### src/rtl/wb_intercon_rr.sv
// Round-robin Wishbone interconnect: NUM_MASTERS masters share one bus onto NUM_SLAVES slaves.
// Define WB_INTERCON_TIMEOUT_EN to build in the bus watchdog; default build has none.
module wb_intercon_rr #(
    parameter int NUM_MASTERS = 2,
    parameter int NUM_SLAVES = 6,
    parameter int S_ADDR_W = 3,
    parameter logic [NUM_SLAVES*S_ADDR_W-1:0] S_ADDR =
        {3'b110, 3'b101, 3'b100, 3'b011, 3'b010, 3'b000},
    parameter int TIMEOUT_CYCLES = 255
) (
    input  logic                      clk,
    input  logic                      rst,
    input  logic [NUM_MASTERS*32-1:0] m_adr_i,
    input  logic [NUM_MASTERS*32-1:0] m_dat_i,
    input  logic [NUM_MASTERS*4-1:0]  m_sel_i,
    input  logic [NUM_MASTERS-1:0]    m_we_i,
    input  logic [NUM_MASTERS-1:0]    m_cyc_i,
    input  logic [NUM_MASTERS-1:0]    m_stb_i,
    output logic [31:0]               m_dat_o,
    output logic [NUM_MASTERS-1:0]    m_ack_o,
    output logic [NUM_MASTERS-1:0]    m_err_o,
    output logic [31:0]               s_adr_o,
    output logic [31:0]               s_dat_o,
    output logic [3:0]                s_sel_o,
    output logic                      s_we_o,
    output logic [NUM_SLAVES-1:0]     s_cyc_o,
    output logic [NUM_SLAVES-1:0]     s_stb_o,
    input  logic [NUM_SLAVES*32-1:0]  s_dat_i,
    input  logic [NUM_SLAVES-1:0]     s_ack_i
);

    localparam int MW = (NUM_MASTERS > 1) ? $clog2(NUM_MASTERS) : 1;
    localparam int SW = (NUM_SLAVES > 1) ? $clog2(NUM_SLAVES) : 1;

    typedef enum logic {IDLE, BUSY} state_t;

    state_t          state_q;
    logic [MW-1:0]   owner_q, last_owner_q, nxt_owner;
    logic            any_req;
    logic            busy, own_cyc, own_stb;
    logic [31:0]     own_adr;
    logic [SW-1:0]   sel;
    logic            hit;
    logic            ack_raw, err_out, tmo_hit;
    logic            err_q, err_d;

    assign busy = (state_q == BUSY);

    // Round-robin pick: smallest offset after last_owner wins, so iterate offsets downward.
    always_comb begin
        nxt_owner = '0;
        any_req   = 1'b0;
        for (int i = NUM_MASTERS; i >= 1; i--) begin
            if (m_cyc_i[(int'(last_owner_q) + i) % NUM_MASTERS]) begin
                nxt_owner = MW'((int'(last_owner_q) + i) % NUM_MASTERS);
                any_req   = 1'b1;
            end
        end
    end

    always_ff @(posedge clk or negedge rst) begin
        if (!rst) begin
            state_q      <= IDLE;
            owner_q      <= '0;
            last_owner_q <= MW'(NUM_MASTERS - 1);
        end else begin
            case (state_q)
                IDLE: if (any_req) begin
                    owner_q <= nxt_owner;
                    state_q <= BUSY;
                end
                BUSY: if (!m_cyc_i[owner_q]) begin
                    last_owner_q <= owner_q;
                    state_q      <= IDLE;
                end
                default: state_q <= IDLE;
            endcase
        end
    end

    // Owner mux and address decode; descending scan makes the lowest duplicate tag win.
    always_comb begin
        own_cyc = busy & m_cyc_i[owner_q];
        own_stb = own_cyc & m_stb_i[owner_q];
        own_adr = busy ? m_adr_i[32*int'(owner_q) +: 32] : '0;
        s_adr_o = own_adr;
        s_dat_o = busy ? m_dat_i[32*int'(owner_q) +: 32] : '0;
        s_sel_o = busy ? m_sel_i[4*int'(owner_q) +: 4] : '0;
        s_we_o  = busy & m_we_i[owner_q];
        sel     = '0;
        hit     = 1'b0;
        for (int k = NUM_SLAVES - 1; k >= 0; k--) begin
            if (own_adr[31:32-S_ADDR_W] == S_ADDR[k*S_ADDR_W +: S_ADDR_W]) begin
                sel = SW'(k);
                hit = busy;
            end
        end
    end

`ifdef WB_INTERCON_TIMEOUT_EN
    logic [15:0] wdog_q, wdog_d;

    assign tmo_hit = own_stb & (wdog_q == 16'(TIMEOUT_CYCLES));

    always_comb begin
        wdog_d = wdog_q + 16'd1;
        if (!own_stb || ack_raw || err_out) wdog_d = '0;
    end

    always_ff @(posedge clk or negedge rst) begin
        if (!rst) wdog_q <= '0;
        else      wdog_q <= wdog_d;
    end
`else
    assign tmo_hit = 1'b0;
`endif

    // Ack always beats err, which also keeps the two mutually exclusive.
    always_comb begin
        ack_raw = hit & own_cyc & s_ack_i[sel];
        err_out = busy & (err_q | tmo_hit) & ~ack_raw;
        err_d   = own_stb & ~hit & ~err_q;
        m_dat_o = hit ? s_dat_i[32*int'(sel) +: 32] : '0;
        m_ack_o = '0;
        m_err_o = '0;
        m_ack_o[owner_q] = ack_raw;
        m_err_o[owner_q] = err_out;
        s_cyc_o = '0;
        s_stb_o = '0;
        s_cyc_o[sel] = hit & own_cyc;
        s_stb_o[sel] = hit & own_stb & ~tmo_hit;
    end

    always_ff @(posedge clk or negedge rst) begin
        if (!rst) err_q <= 1'b0;
        else      err_q <= err_d;
    end

endmodule

### config.mk
export PLATFORM = sky130hd
export DESIGN_NAME = wb_intercon_rr
export DESIGN_NICKNAME = d
export VERILOG_FILES = /design/src/rtl/wb_intercon_rr.sv
export SDC_FILE = /design/constraint.sdc
export NUM_CORES = 1
export LEC_CHECK = 0
export CAP_MARGIN = 10
export CORE_AREA = 5 5 174 176
export DETAILED_ROUTE_END_ITERATION = 8
export DIE_AREA = 0 0 179 181
export REMOVE_ABC_BUFFERS = 1
export SYNTH_ARGS = -nofsm -noshare
export SYNTH_HDL_FRONTEND = slang
export SYNTH_SLANG_ARGS = --single-unit
### constraint.sdc
create_clock -name clk -period 5.1 [get_ports clk]
set_input_delay 1.02 -clock clk [delete_from_list [all_inputs] [get_ports clk]]
set_output_delay 1.02 -clock clk [all_outputs]
set_load 0.03 [all_outputs]
==> metrics.md <==
| Metric | Value |
|---|---|
| Non-filler cells, final | `1,274` |
| Routability-driven placement congestion ratio | `0.766` |
| # fillers | `3,074` |
| Area contributors post-synth | `mux2i_1, a211oi_2, a32o_1` |
| Initial antenna violation count | `3` |
| Count leader, synth | `mux2i_1` |
| Hold Vio Cnt, Final | `0` |
| Status | `completed` |
| CP required | `4.08 ns` |
| Die ar. | `32,400 um^2` |
| Cts hold-fix bufs | `0` |
| Final setup vio count | `0` |
| Setup crit start kind | `primary input` |
| Critical path class | `primary input to output pin` |
| CTS tree | `yes` |
| Share of cells above drive strength 1 | `0.0944` |
| DR WL/cell | `21.8 um` |
| Min cycle time layout | `4.84 ns` |
| Post-CTS setup buffers | `0` |
| Largest net degree at the start of global routing | `71` |
| Resized Gates After CTS | `0` |
| End of the critical path | `m_dat_o[26]` |
| Ys Warns | `0` |
| F_max | `0.207 GHz` |
| Post-synthesis cell count | `452` |
| First-pass GRT wire length | `38,000 um` |
| Final Max Tran Viols | `0` |
| Max_slew headroom | `0.443` |
| Maximum vdd drop | `218 uV` |
| Mapped cell area | `3420 um^2` |
| RSZ-0062 raised after global routing | `no` |
| 1st-iter DRT viols | `129` |
| R2R cell count | `4` |
| Asr flop ratio synth | `1.00` |
| Worst hold path type | `register to register` |
| Number of synthesized flops with an enable pin | `0` |
| Initial Util | `0.120` |
| DPL Wire Length | `24,600 um` |
| Total negative setup slack | `0 ns` |
| Io pins | `459` |
| Power Density | `339 nW/um^2` |
| WL final | `27,800 um` |
| Total number of vias | `5,267` |
| Clk slew on worst S/H paths | `0.03 ns` |
| Vias per inst | `4.13` |
| # nets final | `1,233` |
| Sequential area share after synthesis | `0.0296` |
| Port bufs | `458` |
| Synth top area share | `0.386` |
| Number of routed nets with antenna violations | `0` |
| Critical path launch point | `m_adr_i[62]` |
| Total chip power | `0.00287 W` |
| Num CTS Buffers | `3` |
| Placed instance count | `1,270` |
| DRT Pass-1 Iters | `6` |
| Post-synth top area cell | `mux2i_1` |
| Htree depth | `1` |
| GRT overflow | `0` |
| Terminus of the critical flop-to-flop path | `err_q` |
| Setup Skew | `0.00469 ns` |
| Diodes inserted | `0` |
| Worst-Skew Late Latency | `0.23 ns` |
| Synth Flop Type | `dfrtp_1` |
| Commonest cells post-synth | `mux2i_1, nor2_1, nand2_1` |
| GR Util All Layers | `0.158` |
| Die X | `179 um` |
| CP Capture Type | `output pin` |
| Die Y | `181 um` |
| Vias in the first global route | `5,700` |
| CORE AREA | `28,500 um^2` |
| Clock Tree Root | `clkbuf_16` |
| Slew @ Worst Pin | `0.835 ns` |
| Reg2reg setup slack | `2.84 ns` |
| Pleak | `3.33 nW` |
| FF+latch count, synth | `4` |
| FP Rows | `62` |
| Period utilization | `0.949` |
| Synth cell types | `46` |
| Average size of a mapped cell | `7.57 um^2` |
| DRC viols | `0` |
| Sinks on Clock Net | `4` |
| Critical R2R Launch | `owner_q` |
| Max-cap viol count | `0` |
| Area growth from synthesis to final layout | `147%` |
| Crit path DAT | `3.82 ns` |
| Crit-path max FO | `63` |
| CTS Buffer Depth | `2` |
how the worst min path moves through the flow:
stage	from	endpoint	slack, ns	cells past startpoint
2_1_floorplan	err_q	err_q	0.43	1
3_3_place_gp	err_q	err_q	0.44	1
3_5_place_dp	err_q	err_q	0.45	1
4_1_cts	err_q	err_q	0.45	1
5_1_grt	last_owner_q	last_owner_q	0.49	2
6_report	err_q	err_q	0.45	1
cell type report:
| cell class | count | area (um^2) | area share |
|---|---|---|---|
| clock buffers | 4 | 78.8 | 0.00931 |
| inverters | 5 | 18.8 | 0.00222 |
| multi-input cells | 398 | 3030 | 0.358 |
| flip-flops and latches | 4 | 105 | 0.0124 |
| well taps | 384 | 480 | 0.0567 |
| repair buffers | 479 | 4750 | 0.561 |
flip-flops by register name, summed over array words and instances (netlist names):
name,count
busy,1
owner_q,1
last_owner_q,1
err_q,1
cells by family after synthesis:
kind of cell              synth area share
and+or+nand+nor                      0.212
muxes                                0.399
AOI/OAI and AO/OA                    0.265
buffers and inverters               0.0892
DFF                                 0.0296
xor gates and xnor gates           0.00512
cells in the final DEF (no fill, tap or decap), drive strengths merged, types with 2 or more instances in the layout:
cell,n
o21a,2
a211oi,34
o211ai,3
clkdlybuf4s50,443
mux2i,133
nand2b,3
dfrtp,3
a32o,33
and3b,3
clkbuf,4
and3,2
o21ai,4
a21oi,3
inv,5
nor3b,2
nor3,6
mux2,2
nor2,77
nand2,72
buf,36
o32ai,2
per-layer routing:
metal  part of all wire  global-route usage  routed length [um]
met1               0.35               0.160                9710
met2               0.53               0.309               14600
met3              0.098              0.0502                2730
met4              0.024              0.0344                 671
met5            0.00068                   0                  19
metrics by stage:
step                      hold slack (ns)  setup slack, ns  area [um^2]  utilization
final                               0.453            0.261         8470        0.298
after global routing                0.487           0.0546         8470        0.298
after CTS                           0.451            0.229         8470        0.298
after detailed placement            0.446            0.232         8390        0.295
after global placement              0.444            0.250         8390        0.295
after floorplan                     0.429            -2.26         3140            -
critical path: stages:
cell and delay (ns):
clkdlybuf4s50_1 0.52, or3b_1 0.44, nand4_1 0.16, buf_12 0.33, nand2_1 0.10, a32o_1 0.27, a211oi_2 0.20, clkdlybuf4s50_1 0.72
report_power, final:
group / leakage [nW] / total (W) / internal (W) / switching [W]
Combinational: 3.25 / 0.00267 / 0.00116 / 0.00151
Sequential: 0.0465 / 0.0000750 / 0.0000474 / 0.0000276
Clock: 0.0382 / 0.000126 / 0.000103 / 0.0000223
Total: 3.33 / 0.00287 / 0.00131 / 0.00156
(Power assumes the default switching activity.)
